<file path="config.mk">
export PLATFORM = sky130hd
export DESIGN_NAME = mem_page_writer
export DESIGN_NICKNAME = d
export VERILOG_FILES = /design/src/rtl/mem_page_pkg.sv /design/src/rtl/mem_page_bx_edge_det.sv /design/src/rtl/mem_page_writer.sv
export SDC_FILE = /design/constraint.sdc
export NUM_CORES = 1
export LEC_CHECK = 0
export BUFFER_PORTS_ARGS = -buffer_cell sky130_fd_sc_hd__buf_2
export CELL_PAD_IN_SITES_DETAIL_PLACEMENT = 1
export CELL_PAD_IN_SITES_GLOBAL_PLACEMENT = 1
export CORE_MARGIN = 3
export CORE_UTILIZATION = 39
export CTS_BUF_LIST = sky130_fd_sc_hd__clkbuf_8
export DETAILED_ROUTE_END_ITERATION = 16
export PLACE_DENSITY = 0.9
export SLEW_MARGIN = 5
export SYNTH_ARGS = -nofsm -noshare
export SYNTH_HDL_FRONTEND = slang
export SYNTH_SLANG_ARGS = --single-unit
</file>
<file path="constraint.sdc">
create_clock -name clk -period 2.6 [get_ports clk]
set_input_delay 0.52 -clock clk [delete_from_list [all_inputs] [get_ports clk]]
set_output_delay 0.52 -clock clk [all_outputs]
set_load 0.005 [all_outputs]
</file>
<file path="src/rtl/mem_page_pkg.sv">
// Shared types and helpers for the paged memory writer and reader.
// - state_e : writer FSM states
// - page_of : maps a BX value onto a page index
// - ADDR_W / PAGE_W / NENT_W : widths for the default 16-deep, 2-page configuration
package mem_page_pkg;

  localparam int unsigned DEF_RAM_DEPTH = 16;
  localparam int unsigned DEF_PAGES     = 2;

  localparam int unsigned ADDR_W = $clog2(DEF_RAM_DEPTH);
  localparam int unsigned PAGE_W = (DEF_PAGES > 1) ? $clog2(DEF_PAGES) : 1;
  localparam int unsigned NENT_W = $clog2(DEF_RAM_DEPTH + 1);

  typedef enum logic [1:0] {
    StIdle,
    StWrite,
    StDone,
    StFull
  } state_e;

  function automatic int unsigned page_of(input int unsigned bx, input int unsigned pages);
    return bx % pages;
  endfunction

endpackage

</file>
<file path="src/rtl/mem_page_bx_edge_det.sv">
// BX change detector, shared by the writer and reader sides.
// Ports:
//   clk, reset   : clock, synchronous active-high reset
//   en_i         : enable; no change is reported while low
//   active_i     : owner is tracking a page; no change is reported while low
//   bx_i         : current BX
//   bx_q_o       : BX registered every cycle
//   bx_change_o  : bx_i differs from the previous cycle's BX
module bx_edge_det #(
  parameter int unsigned BX_WIDTH = 2
) (
  input  logic                clk,
  input  logic                reset,
  input  logic                en_i,
  input  logic                active_i,
  input  logic [BX_WIDTH-1:0] bx_i,
  output logic [BX_WIDTH-1:0] bx_q_o,
  output logic                bx_change_o
);

  logic [BX_WIDTH-1:0] bx_q, bx_d;

  // bx_q follows bx_in even while disabled, so a change seen only during en = 0 is dropped.
  always_comb begin
    bx_d = bx_i;
  end

  always_ff @(posedge clk) begin
    if (reset) begin
      bx_q <= '0;
    end else begin
      bx_q <= bx_d;
    end
  end

  assign bx_q_o      = bx_q;
  assign bx_change_o = en_i && active_i && (bx_i != bx_q);

endmodule

</file>
<file path="src/rtl/mem_page_writer.sv">
// Writes a valid/ready word stream into the memory page chosen by the current BX and
// publishes a per-page entry count for the downstream reader.
// Ports:
//   clk, reset                       : clock, synchronous active-high reset
//   en                               : enable for BX tracking and writing
//   bx_in                            : current BX; a change closes the page and opens the next
//   s_valid/s_data/s_last/s_ready    : input word stream
//   mem_wea/mem_addra/mem_dina/mem_pagea : registered port-A write side of the memory
//   nent_o                           : entry count per page, page p at [p*NENT_W +: NENT_W]
//   bx_out / bx_done                 : BX of the last closed page, one-cycle close pulse
//   overflow                         : word offered while the page was full
module mem_page_writer #(
  parameter int unsigned RAM_WIDTH = 32,
  parameter int unsigned RAM_DEPTH = 16,
  parameter int unsigned PAGES     = 2,
  parameter int unsigned BX_WIDTH  = 2,
  localparam int unsigned AddrW = $clog2(RAM_DEPTH),
  localparam int unsigned PageW = (PAGES > 1) ? $clog2(PAGES) : 1,
  localparam int unsigned NentW = $clog2(RAM_DEPTH + 1)
) (
  input  logic                     clk,
  input  logic                     reset,
  input  logic                     en,
  input  logic [BX_WIDTH-1:0]      bx_in,
  input  logic                     s_valid,
  input  logic [RAM_WIDTH-1:0]     s_data,
  input  logic                     s_last,
  output logic                     s_ready,
  output logic                     mem_wea,
  output logic [AddrW-1:0]         mem_addra,
  output logic [RAM_WIDTH-1:0]     mem_dina,
  output logic [PageW-1:0]         mem_pagea,
  output logic [PAGES*NentW-1:0]   nent_o,
  output logic [BX_WIDTH-1:0]      bx_out,
  output logic                     bx_done,
  output logic                     overflow
);

  import mem_page_pkg::*;

  state_e                      state_q, state_d;
  logic [NentW-1:0]            cnt_q, cnt_d;
  logic [PageW-1:0]            page_q, page_d;
  logic [PAGES-1:0][NentW-1:0] nent_q, nent_d;
  logic [BX_WIDTH-1:0]         bx_out_q, bx_out_d;
  logic                        bx_done_q, bx_done_d;
  logic                        overflow_q, overflow_d;
  logic                        wea_q, wea_d;
  logic [AddrW-1:0]            addr_q, addr_d;
  logic [RAM_WIDTH-1:0]        din_q, din_d;

  logic [BX_WIDTH-1:0]         bx_q;
  logic                        bx_change;
  logic [PageW-1:0]            new_page;

  bx_edge_det #(
    .BX_WIDTH(BX_WIDTH)
  ) u_bx_edge_det (
    .clk        (clk),
    .reset      (reset),
    .en_i       (en),
    .active_i   (state_q != StIdle),
    .bx_i       (bx_in),
    .bx_q_o     (bx_q),
    .bx_change_o(bx_change)
  );

  assign new_page = PageW'(page_of(32'(bx_in), PAGES));

  // A BX change blocks the handshake so no word can land in the page being closed.
  assign s_ready = en && (state_q == StWrite) && !bx_change;

  always_comb begin
    state_d    = state_q;
    cnt_d      = cnt_q;
    page_d     = page_q;
    nent_d     = nent_q;
    bx_out_d   = bx_out_q;
    bx_done_d  = 1'b0;
    overflow_d = overflow_q;
    wea_d      = 1'b0;
    addr_d     = addr_q;
    din_d      = din_q;

    if (en) begin
      if (state_q == StIdle || bx_change) begin
        if (bx_change) begin
          nent_d[page_q] = cnt_q;
          bx_out_d       = bx_q;
          bx_done_d      = 1'b1;
        end
        // Open the page for the new BX; its stale count is cleared after any close above.
        page_d           = new_page;
        nent_d[new_page] = '0;
        overflow_d       = 1'b0;
        cnt_d            = '0;
        state_d          = StWrite;
      end else begin
        case (state_q)
          StWrite: begin
            if (s_valid) begin
              wea_d  = 1'b1;
              addr_d = cnt_q[AddrW-1:0];
              din_d  = s_data;
              if (cnt_q != NentW'(RAM_DEPTH)) begin
                cnt_d = cnt_q + 1'b1;
              end
              if (s_last) begin
                state_d = StDone;
              end else if (cnt_q == NentW'(RAM_DEPTH - 1)) begin
                state_d = StFull;
              end
            end
          end
          StFull: begin
            if (s_valid) begin
              overflow_d = 1'b1;
            end
          end
          default: ;
        endcase
      end
    end
  end

  always_ff @(posedge clk) begin
    if (reset) begin
      state_q    <= StIdle;
      cnt_q      <= '0;
      page_q     <= '0;
      nent_q     <= '0;
      bx_out_q   <= '0;
      bx_done_q  <= 1'b0;
      overflow_q <= 1'b0;
      wea_q      <= 1'b0;
      addr_q     <= '0;
      din_q      <= '0;
    end else begin
      state_q    <= state_d;
      cnt_q      <= cnt_d;
      page_q     <= page_d;
      nent_q     <= nent_d;
      bx_out_q   <= bx_out_d;
      bx_done_q  <= bx_done_d;
      overflow_q <= overflow_d;
      wea_q      <= wea_d;
      addr_q     <= addr_d;
      din_q      <= din_d;
    end
  end

  // page_q only moves at a close edge, after the last write of the old page has been shown.
  assign mem_wea   = wea_q;
  assign mem_addra = addr_q;
  assign mem_dina  = din_q;
  assign mem_pagea = page_q;
  assign nent_o    = nent_q;
  assign bx_out    = bx_out_q;
  assign bx_done   = bx_done_q;
  assign overflow  = overflow_q;

endmodule
</file>
==> qor.csv, run 1 <==
stage,metric,value,unit
global_route,gr-total-overflow,0,
critical_path,cp-start-kind,flop,
timing,rsz0062_at_grt,no,
critical_path,max_stage_delay,0.42,ns
critical_path,critPathRequiredTime,2.08,ns
timing,finalCritPeriodShare,0.804,
outcome,outcome,"complete, no violations",
timing,tightest_slew,0.623,ns
synth,synth_area_per_cell,8.76,µm²
flow_run,drv_cap,0,
clock_tree,cts_tree,built,
timing,setup_viol_count_final,0,
placed_design,routabilityCongestion,0.818,
critical_path,cp_cell_sequence,"xnor2_1, nand3_1, nor2_1, buf_2",
synth,async_flop_share,0,
synth,ys_dominant_reg_cell,dfxtp_1,
detailed_routing,avgViaCountPerCell,5.04,
clock_tree,cts-resized-gates,0,
synth,synth_warnings,0,
layout,synthToLayoutAreaGrowth,32.8,%
critical_path,worstPathArrival,1.57,ns
detailed_routing,top_layer,met4,
timing,fin_crit,2.09,ns
detailed_routing,met2_wirelength,3400,µm
synth,synthCells,265,
timing,drv_slew,0,
detailed_routing,vias,2182,
clock_tree,htree_num_levels,3,
critical_path,crit_family,XOR/XNOR gates,
clock_tree,clk_latency,0.33,ns
critical_path,critPathSlowestCell,xnor2_1,
floorplanning,rows,27,
clock_tree,clk_pin_slew_worst_paths,0.06,ns
placed_design,place_area,2820,µm²
min_path,hold_path.class,in -> reg,
placed_design,hpwl,4750,µm
critical_path,endpoint_kind,primary output,
placed_design,numPortBuffers,91,
detailed_routing,drt_iter0_drc,72,
detailed_routing,drt-met1-wl,2820,µm
clock_tree,post_cts_buffers,0,
floorplanning,core_area,5640,µm²
clock_tree,clockRootBuffer,clkbuf_8,
detailed_routing,wl_met3,271,µm
floorplanning,fp.dieH,83.1,µm
layout,layout-drive-gt1-share,0.313,
power,p_per_area,700,nW/µm²
detailed_routing,wl_per_cell,15.3,µm
synth,synth_cell_types,40,
layout,antenna_cells,0,
timing,hold_viol,0,
synth,synth_edf_count,0,
power,power_leakage,1.38,nW
floorplanning,initial_core_util,0.411,
clock_tree,ctsHoldBuffers,0,
synth,synth_seq_cells,61,
power,vdd_drop_max,0.000297,V
synth,yosysSeqAreaShare,0.526,
global_route,grt_antenna_before_repair,0,
clock_tree,cts.sinks,61,
layout,final_common_cell,buf_2,
detailed_routing,dr.pass1.iters,4,
detailed_routing,drc,0,
global_route,grt_pass1_wl,11000,µm
timing,fmax,479,MHz
clock_tree,clock_tree.buffer_depth,2,
floorplanning,die_area,6910,µm²
layout,final_cell_mix,"buf_2, nand2_1, dfxtp_1",
critical_path,crit_fanout,6,
synth,syn_area,2320,µm²
clock_tree,numCtsBuffers,9,
timing,slew-limit-headroom,0.585,
detailed_routing,wl,6610,µm
global_route,grt_max_degree,38,
global_route,grt_use_total,0.196,
critical_path,path_class,reg -> out,
global_route,grt_pass1_vias,2244,
floorplanning,die-width,83.1,µm
synth,synth.net_count,307,
detailed_routing,drtAntennaViolNets,0,
layout,fin_nets,398,
timing,clock_skew,0.0143,ns
layout,design_area,3080,µm²
timing,fin_tns_setup,0,ns
floorplanning,io_pins,92,
critical_path,cp_num_buf_inv,1,
==> synthesized netlist by cell type, drive strengths merged, types with 2 or more instances <==
| cell | n | area share |
|---|---|---|
| nand2 | 76 | 0.12 |
| dfxtp | 61 | 0.53 |
| a21oi | 37 | 0.080 |
| nor2 | 14 | 0.023 |
| mux2i | 9 | 0.039 |
| clkbuf | 8 | 0.013 |
| a22o | 7 | 0.026 |
| inv | 7 | 0.011 |
| buf | 6 | 0.016 |
| ha | 3 | 0.016 |
| nand3 | 3 | 0.0065 |
| a211oi | 2 | 0.0086 |
| a31oi | 2 | 0.0054 |
| nand4 | 2 | 0.0054 |
| nor2b | 2 | 0.0054 |
| nor3 | 2 | 0.0043 |
| o21ai | 2 | 0.0043 |
| xnor2 | 2 | 0.0075 |
| xor2 | 2 | 0.0075 |
==> metal layers <==
| layer | track usage | vias to the layer above |
|---|---|---|
| met5 | 0 | - |
| met2 | 0.346 | 53 |
| met4 | 0.0877 | 0 |
| met1 | 0.222 | 1034 |
| li1 | - | 1083 |
| met3 | 0.0476 | 12 |
==> final timing paths <==
check | from | cells past startpoint | end | slack (ns)
worst min register to register | mem_dina[13]$_SDFFE_PP0P_ | 2 | mem_dina[13]$_SDFFE_PP0P_ | 0.45
worst max-delay path | u_bx_edge_det.bx_q_o[1]$_SDFF_PP0_ | 4 | s_ready | 0.51
worst min-delay path | s_last | 2 | state_q[0]$_SDFFE_PP0P_ | 0.41
worst max register to register | cnt_q[0]$_SDFFE_PP0P_ | 6 | cnt_q[0]$_SDFFE_PP0P_ | 0.85
==> state kept, by name (all words and copies together), names as in the netlist <==
signal / cells
bx_done: 1
bx_out: 2
cnt_q: 5
mem_addra: 4
mem_dina: 32
mem_pagea: 1
mem_wea: 1
nent_o: 10
overflow: 1
state_q: 2
u_bx_edge_det.bx_q_o: 2
==> cell type report <==
type                    instances  area [µm²]
repair buffers                 94         478
clock buffers                  12         165
clock inverters                 4        93.8
fillers                       694        2560
well taps                      72        90.1
multi-input cells             183        1010
inverters                       7        26.3
flip-flops and latches         61        1220
==> cell families after synthesis <==
kind of cell               after synthesis  share of synthesized area
AOI/OAI and AO/OA                       59                      0.159
xor gates and xnor gates                 4                     0.0151
adders and majority gates                3                     0.0162
buffers and inverters                   21                     0.0399
DFF                                     61                      0.526
muxes                                   10                     0.0437
and+or+nand+nor                        107                      0.200
==> power breakdown <==
| part | leakage (nW) | switching, mW | internal [mW] |
|---|---|---|---|
| Clock | 0.134 | 0.367 | 0.713 |
| Combinational | 0.758 | 0.0741 | 0.0474 |
| Sequential | 0.493 | 0.00964 | 0.946 |
==> stage by stage <==
stage / hold WS, ns / total power [mW] / utilization / cells / setup slack (ns)
global route: 0.410 / 2.24 / 0.546 / 433 / 0.374
finish: 0.407 / 2.16 / 0.546 / 433 / 0.510
detailed placement: 0.443 / 1.10 / 0.500 / 417 / 0.550
floorplan: 0.453 / 1.04 / - / 265 / 0.858
global placement: 0.439 / 1.09 / 0.500 / 417 / 0.588
CTS: 0.393 / 2.17 / 0.546 / 433 / 0.482
No activity file was read; power rests on OpenSTA's default activity.
==> inputs of run 2 (changes only) <==
--- a/config.mk
+++ b/config.mk
@@ -9,10 +9,10 @@
 export CELL_PAD_IN_SITES_DETAIL_PLACEMENT = 1
 export CELL_PAD_IN_SITES_GLOBAL_PLACEMENT = 1
 export CORE_MARGIN = 3
-export CORE_UTILIZATION = 39
+export CORE_UTILIZATION = 36
 export CTS_BUF_LIST = sky130_fd_sc_hd__clkbuf_8
 export DETAILED_ROUTE_END_ITERATION = 16
-export PLACE_DENSITY = 0.9
+export PLACE_DENSITY = 0.84
 export SLEW_MARGIN = 5
 export SYNTH_ARGS = -nofsm -noshare
 export SYNTH_HDL_FRONTEND = slang
==> constraint.sdc (replaced) <==
create_clock -name clk -period 2 [get_ports clk]
set_input_delay 0.4 -clock clk [delete_from_list [all_inputs] [get_ports clk]]
set_output_delay 0.4 -clock clk [all_outputs]
set_load 0.005 [all_outputs]
==> run 2 against run 1 <==
Non-clock buffer count rose by 8. Die area rose by 7.7%. Core utilization fell by 3.4 points. Sequential share of layout area fell by 0.54 points. Combinational power rose by 43%. Routed wire length rose by 4.7%. Clock skew fell by 0.0051 ns. Sequential power rose by 30%. Global-route usage fell by 0.059 points. Final cell count rose by 2.5%. Via count rose by 0.18%. Register-to-register slack got worse by 0.56 ns. Largest power group is now sequential cells.
==> qor.csv, run 2 (synthesis gave the netlist of run 1 again) <==
stage,metric,value,unit
layout,design_area,3120,µm²
outcome,outcome,"complete, no violations",
layout,n_fill_cell,775,
critical_path,rrSetupSlack,0.29,ns
clock_tree,htree_num_levels,3,
timing,fmax,535,MHz
critical_path,cp-start-kind,flop,
min_path,hold_depth,2,
detailed_routing,wl_per_cell,15.6,µm
placed_design,routabilityCongestion,0.761,
clock_tree,cts_tree,built,
clock_tree,clock_tree.buffer_depth,2,
floorplanning,core_area,6100,µm²
timing,drv_slew,0,
layout,final_common_cell,buf_2,
power,vdd_drop_max,0.000405,V
timing,fin_tns_setup,0,ns
clock_tree,cts.sinks,61,
detailed_routing,wl,6920,µm
timing,tightest_slew,0.661,ns
floorplanning,rows,28,
floorplanning,io_pins,92,
detailed_routing,avgViaCountPerCell,4.92,
critical_path,critPathRequiredTime,1.60,ns
power,p_per_area,848,nW/µm²
layout,seq_area,1220,µm²
layout,multi_input_area,1010,µm²
placed_design,place_area,2900,µm²
clock_tree,clk_latency,0.34,ns
layout,final_cell_mix,"buf_2, nand2_1, dfxtp_1",
critical_path,r2r_cells,6,
placed_design,numPortBuffers,91,
timing,holdWs,0.277,ns
floorplanning,die_area,7450,µm²
flow_run,drv_cap,0,
clock_tree,numCtsBuffers,9,
timing,finalCritPeriodShare,0.934,
detailed_routing,drc,0,
timing,clock_skew,0.00923,ns
global_route,gr-total-overflow,0,
layout,synthToLayoutAreaGrowth,34.6,%
clock_tree,post_cts_buffers,0,
timing,fin_crit,1.87,ns
critical_path,path_class,reg -> out,
power,power_leakage,1.41,nW
critical_path,endpoint_kind,primary output,
global_route,grt_pass1_vias,2322,
timing,slew-limit-headroom,0.559,
layout,final_util,0.513,
clock_tree,clk_pin_slew_worst_paths,0.06,ns
detailed_routing,dr.pass1.iters,4,
floorplanning,fp.dieH,86.3,µm
floorplanning,die-width,86.3,µm
critical_path,crit_fanout,5,
placed_design,hpwl,4970,µm
global_route,grt_pass1_wl,11300,µm
clock_tree,clockRootBuffer,clkbuf_8,
clock_tree,cts-resized-gates,0,
min_path,hold_path.class,in -> reg,
timing,setup_viol_count_final,0,
detailed_routing,vias,2186,
power,finalPower,2.65,mW
clock_tree,ctsHoldBuffers,0,
layout,fin_nets,406,
timing,rsz0062_at_grt,no,
detailed_routing,drtAntennaViolNets,0,
layout,layout-drive-gt1-share,0.328,
layout,largest_reg_flops,32,
floorplanning,initial_core_util,0.381,
timing,hold_viol,0,
detailed_routing,drt_iter0_drc,64,
critical_path,worstPathArrival,1.47,ns
global_route,grt_antenna_before_repair,0,
global_route,grt_use_total,0.195,
global_route,grt_max_degree,32,
layout,antenna_cells,0,
[run 2: cell types whose count changed in the layout (fill, tap and decap cells not counted), sizes merged]
cell	delta
buf	+8
bufinv	-1
clkbuf	-1
clkinv	+2
[run 2: cell type report]
| type | instances | area share |
|---|---|---|
| Clock buffer | 11 | 0.0485 |
| Tap cell | 75 | 0.0300 |
| Clock inverter | 5 | 0.0236 |
| Inverter | 7 | 0.00841 |
| Sequential cell | 61 | 0.391 |
| Timing Repair Buffer | 102 | 0.176 |
| Multi-Input combinational cell | 183 | 0.322 |
[run 2: report_power, final]
group	internal (mW)	total, mW	switching, mW
clock	0.761	1.23	0.473
sequential	1.23	1.24	0.0121
combinational	0.0737	0.174	0.101
total	2.06	2.65	0.586
[run 2: layer usage]
| metal | GRT usage | routed length [µm] | vias to the layer above | share of wire |
|---|---|---|---|---|
| li1 | - | - | 1097 | - |
| met2 | 0.322 | 3490 | 56 | 0.50 |
| met4 | 0.103 | 164 | 0 | 0.024 |
| met1 | 0.233 | 2910 | 1019 | 0.42 |
| met3 | 0.0523 | 360 | 14 | 0.052 |
| met5 | 0 | 0 | - | 0 |
[run 2: final timing paths]
check                         endpoint                 startpoint
min reg2reg  mem_dina[21]$_SDFFE_PP0P_  mem_dina[21]$_SDFFE_PP0P_
min            state_q[0]$_SDFFE_PP0P_                     s_last
max                            s_ready    state_q[0]$_SDFFE_PP0P_
max reg2reg      cnt_q[0]$_SDFFE_PP0P_      cnt_q[0]$_SDFFE_PP0P_
[run 2: critical path, stage by stage, from the launching register on]
cell and delay (ns):
dfxtp_1 0.38, and2_0 0.31, nand3_1 0.19, nor2_1 0.13, buf_2 0.12
[run 2: metrics by stage]
stage          cells  setup WS, ns
6_report         444         0.133
5_1_grt          444        0.0507
4_1_cts          444         0.138
3_5_place_dp     428         0.156
3_3_place_gp     428         0.209
2_1_floorplan    265         0.378
